[src/rtl/nes_poll_sequencer.sv]
`timescale 1ns/1ps
`default_nettype none
// ============================================================================
// Module   : nes_poll_sequencer
// Brief    : Periodic NES controller poll: latch, 8-bit serial read, button
//            vector with new-press strobes. One instance per controller port.
// Revision : 1.0
// ============================================================================
module nes_poll_sequencer #(
    parameter int T_US6       = 152,
    parameter int POLL_CYCLES = 419583
) (
    input  logic       clk,
    input  logic       reset,
    input  logic       enable,
    input  logic       nes_data,
    output logic       nes_latch,
    output logic       nes_pulse,
    output logic [7:0] buttons,
    output logic [7:0] press_edge,
    output logic       btn_valid,
    output logic       busy
);

    localparam int c_PW = (POLL_CYCLES > 1) ? $clog2(POLL_CYCLES) : 1;
    localparam int c_SW = $clog2(T_US6);
    localparam logic [c_PW-1:0] c_POLL_LAST = c_PW'(POLL_CYCLES - 1);
    localparam logic [c_SW-1:0] c_SLOT_LAST = c_SW'(T_US6 - 1);

    typedef enum logic [2:0] {
        S_IDLE  = 3'd0,
        S_LATCH = 3'd1,
        S_LOW   = 3'd2,
        S_PULSE = 3'd3,
        S_DONE  = 3'd4
    } state_t;

    state_t            r_state;
    state_t            w_next;
    logic              r_sync1;
    logic              r_ds;
    logic [c_PW-1:0]   r_poll;
    logic [c_SW-1:0]   r_slot;
    logic              r_half;
    logic [2:0]        r_bit_idx;
    logic [7:0]        r_shift;
    logic              r_pending;
    logic              r_latch;
    logic              r_pulse;
    logic              r_busy;
    logic              r_valid;
    logic [7:0]        r_buttons;
    logic [7:0]        r_press;
    logic              w_poll_tick;
    logic              w_slot_end;
    logic              w_start;

    assign w_poll_tick = (r_poll == c_POLL_LAST);
    assign w_slot_end  = (r_slot == c_SLOT_LAST);
    assign w_start     = (r_state == S_IDLE) && (w_poll_tick || r_pending) && enable;

    always_comb begin
        w_next = r_state;
        case (r_state)
            S_IDLE:  if (w_start) w_next = S_LATCH;
            S_LATCH: if (w_slot_end && r_half) w_next = S_LOW;
            S_LOW:   if (w_slot_end) w_next = (r_bit_idx == 3'd7) ? S_DONE : S_PULSE;
            S_PULSE: if (w_slot_end) w_next = S_LOW;
            S_DONE:  w_next = S_IDLE;
            default: w_next = S_IDLE;
        endcase
    end

    // Synchroniser idles high so a floating line reads as "released".
    always_ff @(posedge clk or posedge reset) begin
        if (reset) begin
            r_sync1 <= 1'b1;
            r_ds    <= 1'b1;
        end else begin
            r_sync1 <= nes_data;
            r_ds    <= r_sync1;
        end
    end

    always_ff @(posedge clk or posedge reset) begin
        if (reset) begin
            r_poll    <= '0;
            r_pending <= 1'b0;
        end else begin
            r_poll <= w_poll_tick ? '0 : r_poll + c_PW'(1);
            if (w_start)
                r_pending <= 1'b0;
            else if (w_poll_tick && ((r_state != S_IDLE) || !enable))
                r_pending <= 1'b1;
        end
    end

    always_ff @(posedge clk or posedge reset) begin
        if (reset) begin
            r_state   <= S_IDLE;
            r_slot    <= '0;
            r_half    <= 1'b0;
            r_bit_idx <= 3'd0;
            r_shift   <= 8'h00;
        end else begin
            r_state <= w_next;
            if (w_next != r_state) begin
                r_slot <= '0;
                r_half <= 1'b0;
            end else begin
                r_slot <= w_slot_end ? '0 : r_slot + c_SW'(1);
                if ((r_state == S_LATCH) && w_slot_end)
                    r_half <= 1'b1;
            end
            if ((r_state == S_LATCH) && (w_next == S_LOW))
                r_bit_idx <= 3'd0;
            else if ((r_state == S_PULSE) && (w_next == S_LOW))
                r_bit_idx <= r_bit_idx + 3'd1;
            // First bit read (A) lands in the MSB.
            if ((r_state == S_LOW) && w_slot_end)
                r_shift[3'd7 - r_bit_idx] <= ~r_ds;
        end
    end

    always_ff @(posedge clk or posedge reset) begin
        if (reset) begin
            r_latch   <= 1'b0;
            r_pulse   <= 1'b0;
            r_busy    <= 1'b0;
            r_valid   <= 1'b0;
            r_buttons <= 8'h00;
            r_press   <= 8'h00;
        end else begin
            r_latch <= (w_next == S_LATCH);
            r_pulse <= (w_next == S_PULSE);
            r_busy  <= (w_next != S_IDLE);
            r_valid <= (r_state == S_DONE);
            if (r_state == S_DONE) begin
                r_buttons <= r_shift;
                r_press   <= r_shift & ~r_buttons;
            end else begin
                r_press   <= 8'h00;
            end
        end
    end

    assign nes_latch  = r_latch;
    assign nes_pulse  = r_pulse;
    assign busy       = r_busy;
    assign btn_valid  = r_valid;
    assign buttons    = r_buttons;
    assign press_edge = r_press;

endmodule
`default_nettype wire

[config.mk]
export PLATFORM = sky130hd
export DESIGN_NAME = nes_poll_sequencer
export DESIGN_NICKNAME = d
export VERILOG_FILES = /design/src/rtl/nes_poll_sequencer.sv
export SDC_FILE = /design/constraint.sdc
export NUM_CORES = 1
export LEC_CHECK = 0
export ABC_AREA = 1
export ABC_CLOCK_PERIOD_IN_PS = 2650
export CORE_ASPECT_RATIO = 1.75
export CORE_MARGIN = 2
export CORE_UTILIZATION = 63
export CTS_CLUSTER_DIAMETER = 40
export DETAILED_ROUTE_END_ITERATION = 16
export DONT_BUFFER_PORTS = 1
export GPL_TIMING_DRIVEN = 0
export PLACE_DENSITY = 0.8
export SYNTH_ARGS = -nofsm -noshare
export SYNTH_HDL_FRONTEND = slang
export SYNTH_SLANG_ARGS = --single-unit
[constraint.sdc]
create_clock -name clk -period 2.65 [get_ports clk]
set_input_delay 0.53 -clock clk [delete_from_list [all_inputs] [get_ports clk]]
set_output_delay 0.53 -clock clk [all_outputs]
set_load 0.02 [all_outputs]
# Word-level counts from Yosys, hierarchy flattened
# Index checks and enable logic that the tools add are counted.
[op_classes]
addsub = 4
n_mul = 0
div_mod_pow = 0
magnitude_cmp = 2
eq_ne = 11
n_shift = 0
mux = 19
bitwise_logic = 3
n_reduce_logical = 18
[ops]
columns = ["op", "count"]
rows = [
  ["two-way mux 8 bit", 3],
  ["two-way mux 3 bit", 7],
  ["adder 19 x 1 -> 19 bit, second input constant", 1],
  ["equality test 19 bit, second input constant", 1],
  ["two-way mux 19 bit", 1],
  ["equality test 3 x 2 -> 1 bit, second input constant", 4],
  ["one-hot mux 3 bit (4 select lines)", 1],
  ["logical AND 1 bit", 9],
  ["adder 8 x 1 -> 8 bit, second input constant", 1],
  ["AND 8 bit", 1],
  ["bitwise mux 8 bit", 1],
  ["equality test 8 bit, second input constant", 1],
  ["inverter 8 bit", 1],
  ["equality test 3 x 1 -> 1 bit, second input constant", 2],
  ["equality test 3 bit, second input constant", 2],
  ["nonzero test 2 bit", 3],
  ["nonzero test 3 bit", 2],
  ["two-way mux 1 bit", 5],
  ["< comparator 3 x 4 -> 1 bit, second input constant", 1],
  ["adder 3 x 1 -> 3 bit, second input constant", 1],
  ["demux 1 bit (select 3 bit)", 1],
  [">= comparator 3 x 1 -> 1 bit, second input constant", 1],
  ["logical NOT 3 bit", 1],
  ["inequality test 3 bit", 1],
  ["other kinds (4)", 5],
]
[totals]
register_bits = 65
latchBits = 0
mem_bits_rw = 0
romBits = 0
in_bits = 4
word_cells = 72
memories = 0

# Depth between registers and ports, before layout
[depth]
ltp_word = 10
mapped_depth = 13
ltp_nobuf = 13

# Least setup slack after synthesis
# No wires, ideal clock.
[synth_timing]
path_kind = "flip-flop to flip-flop"
startpoint = "register r_poll[0]"
endpoint = "register r_slot[2]"
setup_time_ns = 0.120
t_arrival_ns = 1.439
required_ns = 2.530
setup_slack_ns = 1.091
path_stages_with_launch = 14
n_path_buf = 0
synth_period_minus_slack_ns = 1.559
path_cell_list = "dfrtp_1 > inv_1 > ha_1 > inv_1 > nor2_1 > nand2_1 > nor2_1 > nand3_2 > nand2_1 > nand2_2 > nand2_2 > nand2_4 > nand3_4 > nor2_1"
[synth_between]
elab_chain_cells = 8
[synth_lines]
columns = ["element", "line_no", "text"]
rows = [
  ["start: declaration", "42", "logic [c_PW-1:0] r_poll;"],
  ["start signal: assignment", "90", "r_poll <= w_poll_tick ? '0 : r_poll + c_PW'(1);"],
  ["equality test 19 bit", "58", "assign w_poll_tick = (r_poll == c_POLL_LAST);"],
  ["logical OR 1 bit", "60", "assign w_start = (r_state == S_IDLE) && (w_poll_tick || r_pending) && enable;"],
  ["logical AND 1 bit (2 in a row)", "60", ""],
  ["two-way mux 3 bit", "65", "S_IDLE: if (w_start) w_next = S_LATCH;"],
  ["one-hot mux 3 bit (4 select lines)", "64", "case (r_state)"],
  ["net w_next[0]", "39", "state_t w_next;"],
  ["inequality test 3 bit", "107", "if (w_next != r_state) begin"],
  ["two-way mux 8 bit", "107", ""],
  ["end signal: assignment", "111", "r_slot <= w_slot_end ? '0 : r_slot + c_SW'(1);"],
  ["end: declaration", "43", "logic [c_SW-1:0] r_slot;"],
]
# The timed path passes the listed nets, and every way through them passes these cells.
# A chain may end at the register's enable or synchronous reset.

# Final worst setup path
[layout_timing]
startpoint = "register r_poll[0]"
endpoint = "register r_slot[4]"
# The elaborated chain is that of the path after synthesis.

==> out/metrics.cfg <==
[sta]
fin_crit_ns = 1.90
period_share_pct = 71.7
worst_pin_slew_ns = 0.712
fmax_mhz = 526
clock_skew_ns = 0.00715
setup_viol = 0
hold_viol = 0
max_slew_margin_pct = 52.1
rsz0062_at_grt = false
final.setup.tns_ns = 0
drv_slew = 0

[logic_synthesis]
yosysUniqueCellTypes = 31
synthFlopType = dfrtp_1
synth.most_common_cell = nand2_1
yosysWarnings = 0
synth_area_um2 = 3100
syn_inst = 363
synth_edf_count = 0
yosys-top-cells-area = dfrtp_1, nand2_1, nor2_1
yosysTopAreaCellShare_pct = 50.9
syn_nets = 372
synth_common_cells = nand2_1, dfrtp_1, nor2_1
ys_async_sr_fraction_pct = 100
yosys.area.top_type = dfrtp_1
syn_area_per_cell_um2 = 8.54
ys_seq_area_share_pct = 52.6
ys_seq_elements = 65

[clocking]
tritoncts = yes
holdBufCountCts = 0
clock-sinks = 65
numCtsBuffers = 9
ctsResizeCount = 0
cts_buffer_depth = 2
clockRootBuffer = clkbuf_8
postCtsSetupBuffers = 0
path_clk_slew_ns = 0.07
clock_latency_ns = 0.34
cts.htree.levels = 3

[power]
power.leakage_uw = 0.00170
power.density_nw_per_um2 = 550
ir_worst_vdd_v = 0.000547

[drt]
drcViolationCount = 0
via_per_inst = 5.54
routed_wl_um = 5760
highest_layer = met4
ant_nets = 0
met3WireLength_um = 230
met2_length_um = 2990
met1_length_um = 2410
post_drt_wl_per_cell_um = 13.3
vias = 2393
drtPass1Iterations = 5
drtIter0Drc = 66

[place]
gp_congestion = 0.886
port_buffers = 0
dp_hpwl_um = 4260

[global_routing]
grt_usage_pct = 23.4
first_global_vias = 2315
grt.overflow.total = 0
antenna_found_initial = 0
grt_pass1_wl_um = 10100
grt_max_degree = 43

[cells_and_area]
filler_cell_count = 355
finalNetCount = 384
fin_util_pct = 71.9
syn2layout_area_growth_pct = 9.25
drive_gt1_share_pct = 11.1
insertedDiodeCount = 0

[floorplanning]
io_pins = 24
die_h_um = 96.8
start_util_pct = 65.8
fp-row-count = 33
core_area_um2 = 4710
dieArea_um2 = 5520
fp.dieW_um = 57.0

[worst_hold_path]
hp-class = in -> async

[setup_path]
critPathCaptureType = flop
crit_required_ns = 2.88
worstPathMaxFanout = 9
arrival_ns = 2.13
critPathKind = reg -> reg
worstReg2RegStart = r_poll[0]$_DFF_PP0_
critPathLaunchType = flop
cp-startpoint = r_poll[0]$_DFF_PP0_

[job]
max-cap-violations = 0

[status]
run_status = finished clean

[where the power goes]
part	internal (uW)	switching, uW	total, uW
Clock	442	401	843
Sequential	994	0.383	994
Combinational	3.66	20.0	23.6
Total	1440	421	1860
[flip-flops by register name, indices dropped and copies added (netlist names), 3 cells and up]
register    flops
r_bit_idx       3
r_poll         19
r_shift         8
buttons         8
press_edge      8
r_slot          8
r_state         3
[layer usage]
metal	GRT usage, %	vias up
li1	-	1202
met1	26.6	1120
met3	7.35	13
met5	0	-
met4	12.2	0
met2	38.5	58
[worst max-delay path: stages (launching register included)]
cell and delay (ns):
dfrtp_1 0.45, inv_1 0.09, ha_1 0.18, inv_1 0.07
nor2_1 0.08, nand2_1 0.07, nor2_1 0.12, nand3_2 0.16
nand2_1 0.12, nand2_2 0.09, nand2_2 0.13, nand2_4 0.06
nand3_4 0.11, nor2_1 0.06
[cell families (layout without fill, tap and decap cells)]
family | after synthesis | count (layout) | share of synthesized area (%)
AND/OR/NAND/NOR | 187 | 187 | 27.6
AO/OA/AOI/OAI | 45 | 45 | 8.44
XOR/XNOR | 12 | 12 | 3.39
flip-flops | 65 | 65 | 52.6
buffers and inverters | 49 | 66 | 6.01
adder cells (fa/ha/maj) | 5 | 5 | 2.02
[final cells by class]
class,instances,area [um^2],share of cell area (%)
Buffer,3,12.5,0.370
Clock inverter,7,77.6,2.29
Timing Repair Buffer,1,20.0,0.591
Tap cell,52,65.1,1.92
Inverter,46,174,5.14
Sequential cell,65,1630,48.1
Clock buffer,9,124,3.66
Multi-Input combinational cell,249,1280,37.9
[final timing paths]
check                                  endpoint  cells past startpoint  slack, ns
setup reg to reg            r_slot[4]$_DFF_PP0_                     13       0.75
max in group asynchronous     r_sync1$_DFF_PP1_                      2       1.93
setup / recovery            r_slot[4]$_DFF_PP0_                     13       0.75
hold reg to reg                  r_ds$_DFF_PP1_                      0       0.36
min in group clk              r_sync1$_DFF_PP1_                      0       0.17
hold / removal             r_poll[11]$_DFF_PP0_                      1       0.08
[stage by stage]
stage | setup slack (ns) | hold WS [ns] | total power, uW | cell area, um^2 | std cells
after global placement | -0.0870 | 0.346 | 1030 | 3160 | 415
final | 0.749 | 0.0826 | 1860 | 3390 | 432
after CTS | 0.753 | 0.0832 | 1880 | 3390 | 432
after floorplan | 0.497 | 0.345 | 1030 | 3100 | 363
after global routing | 0.608 | 0.104 | 1920 | 3390 | 432
after detailed placement | 0.786 | 0.347 | 1040 | 3180 | 416
[cells in the final DEF, fill, tap and decap left out, types with 3 or more instances in the layout]
cell | synthesis | layout
a21oi_1 | 10 | 10
clkbuf_8 | 0 | 9
dfrtp_1 | 63 | 63
ha_1 | 5 | 5
inv_1 | 44 | 43
nand2_1 | 69 | 69
nand2_2 | 6 | 6
nand3_1 | 26 | 26
nand4_1 | 7 | 7
nor2_1 | 55 | 55
nor2_2 | 3 | 3
nor3_1 | 6 | 6
nor4_1 | 4 | 4
o21ai_0 | 22 | 22
o31ai_1 | 9 | 9
or2_2 | 4 | 4
xor2_1 | 10 | 10
(Power assumes the default switching activity.)
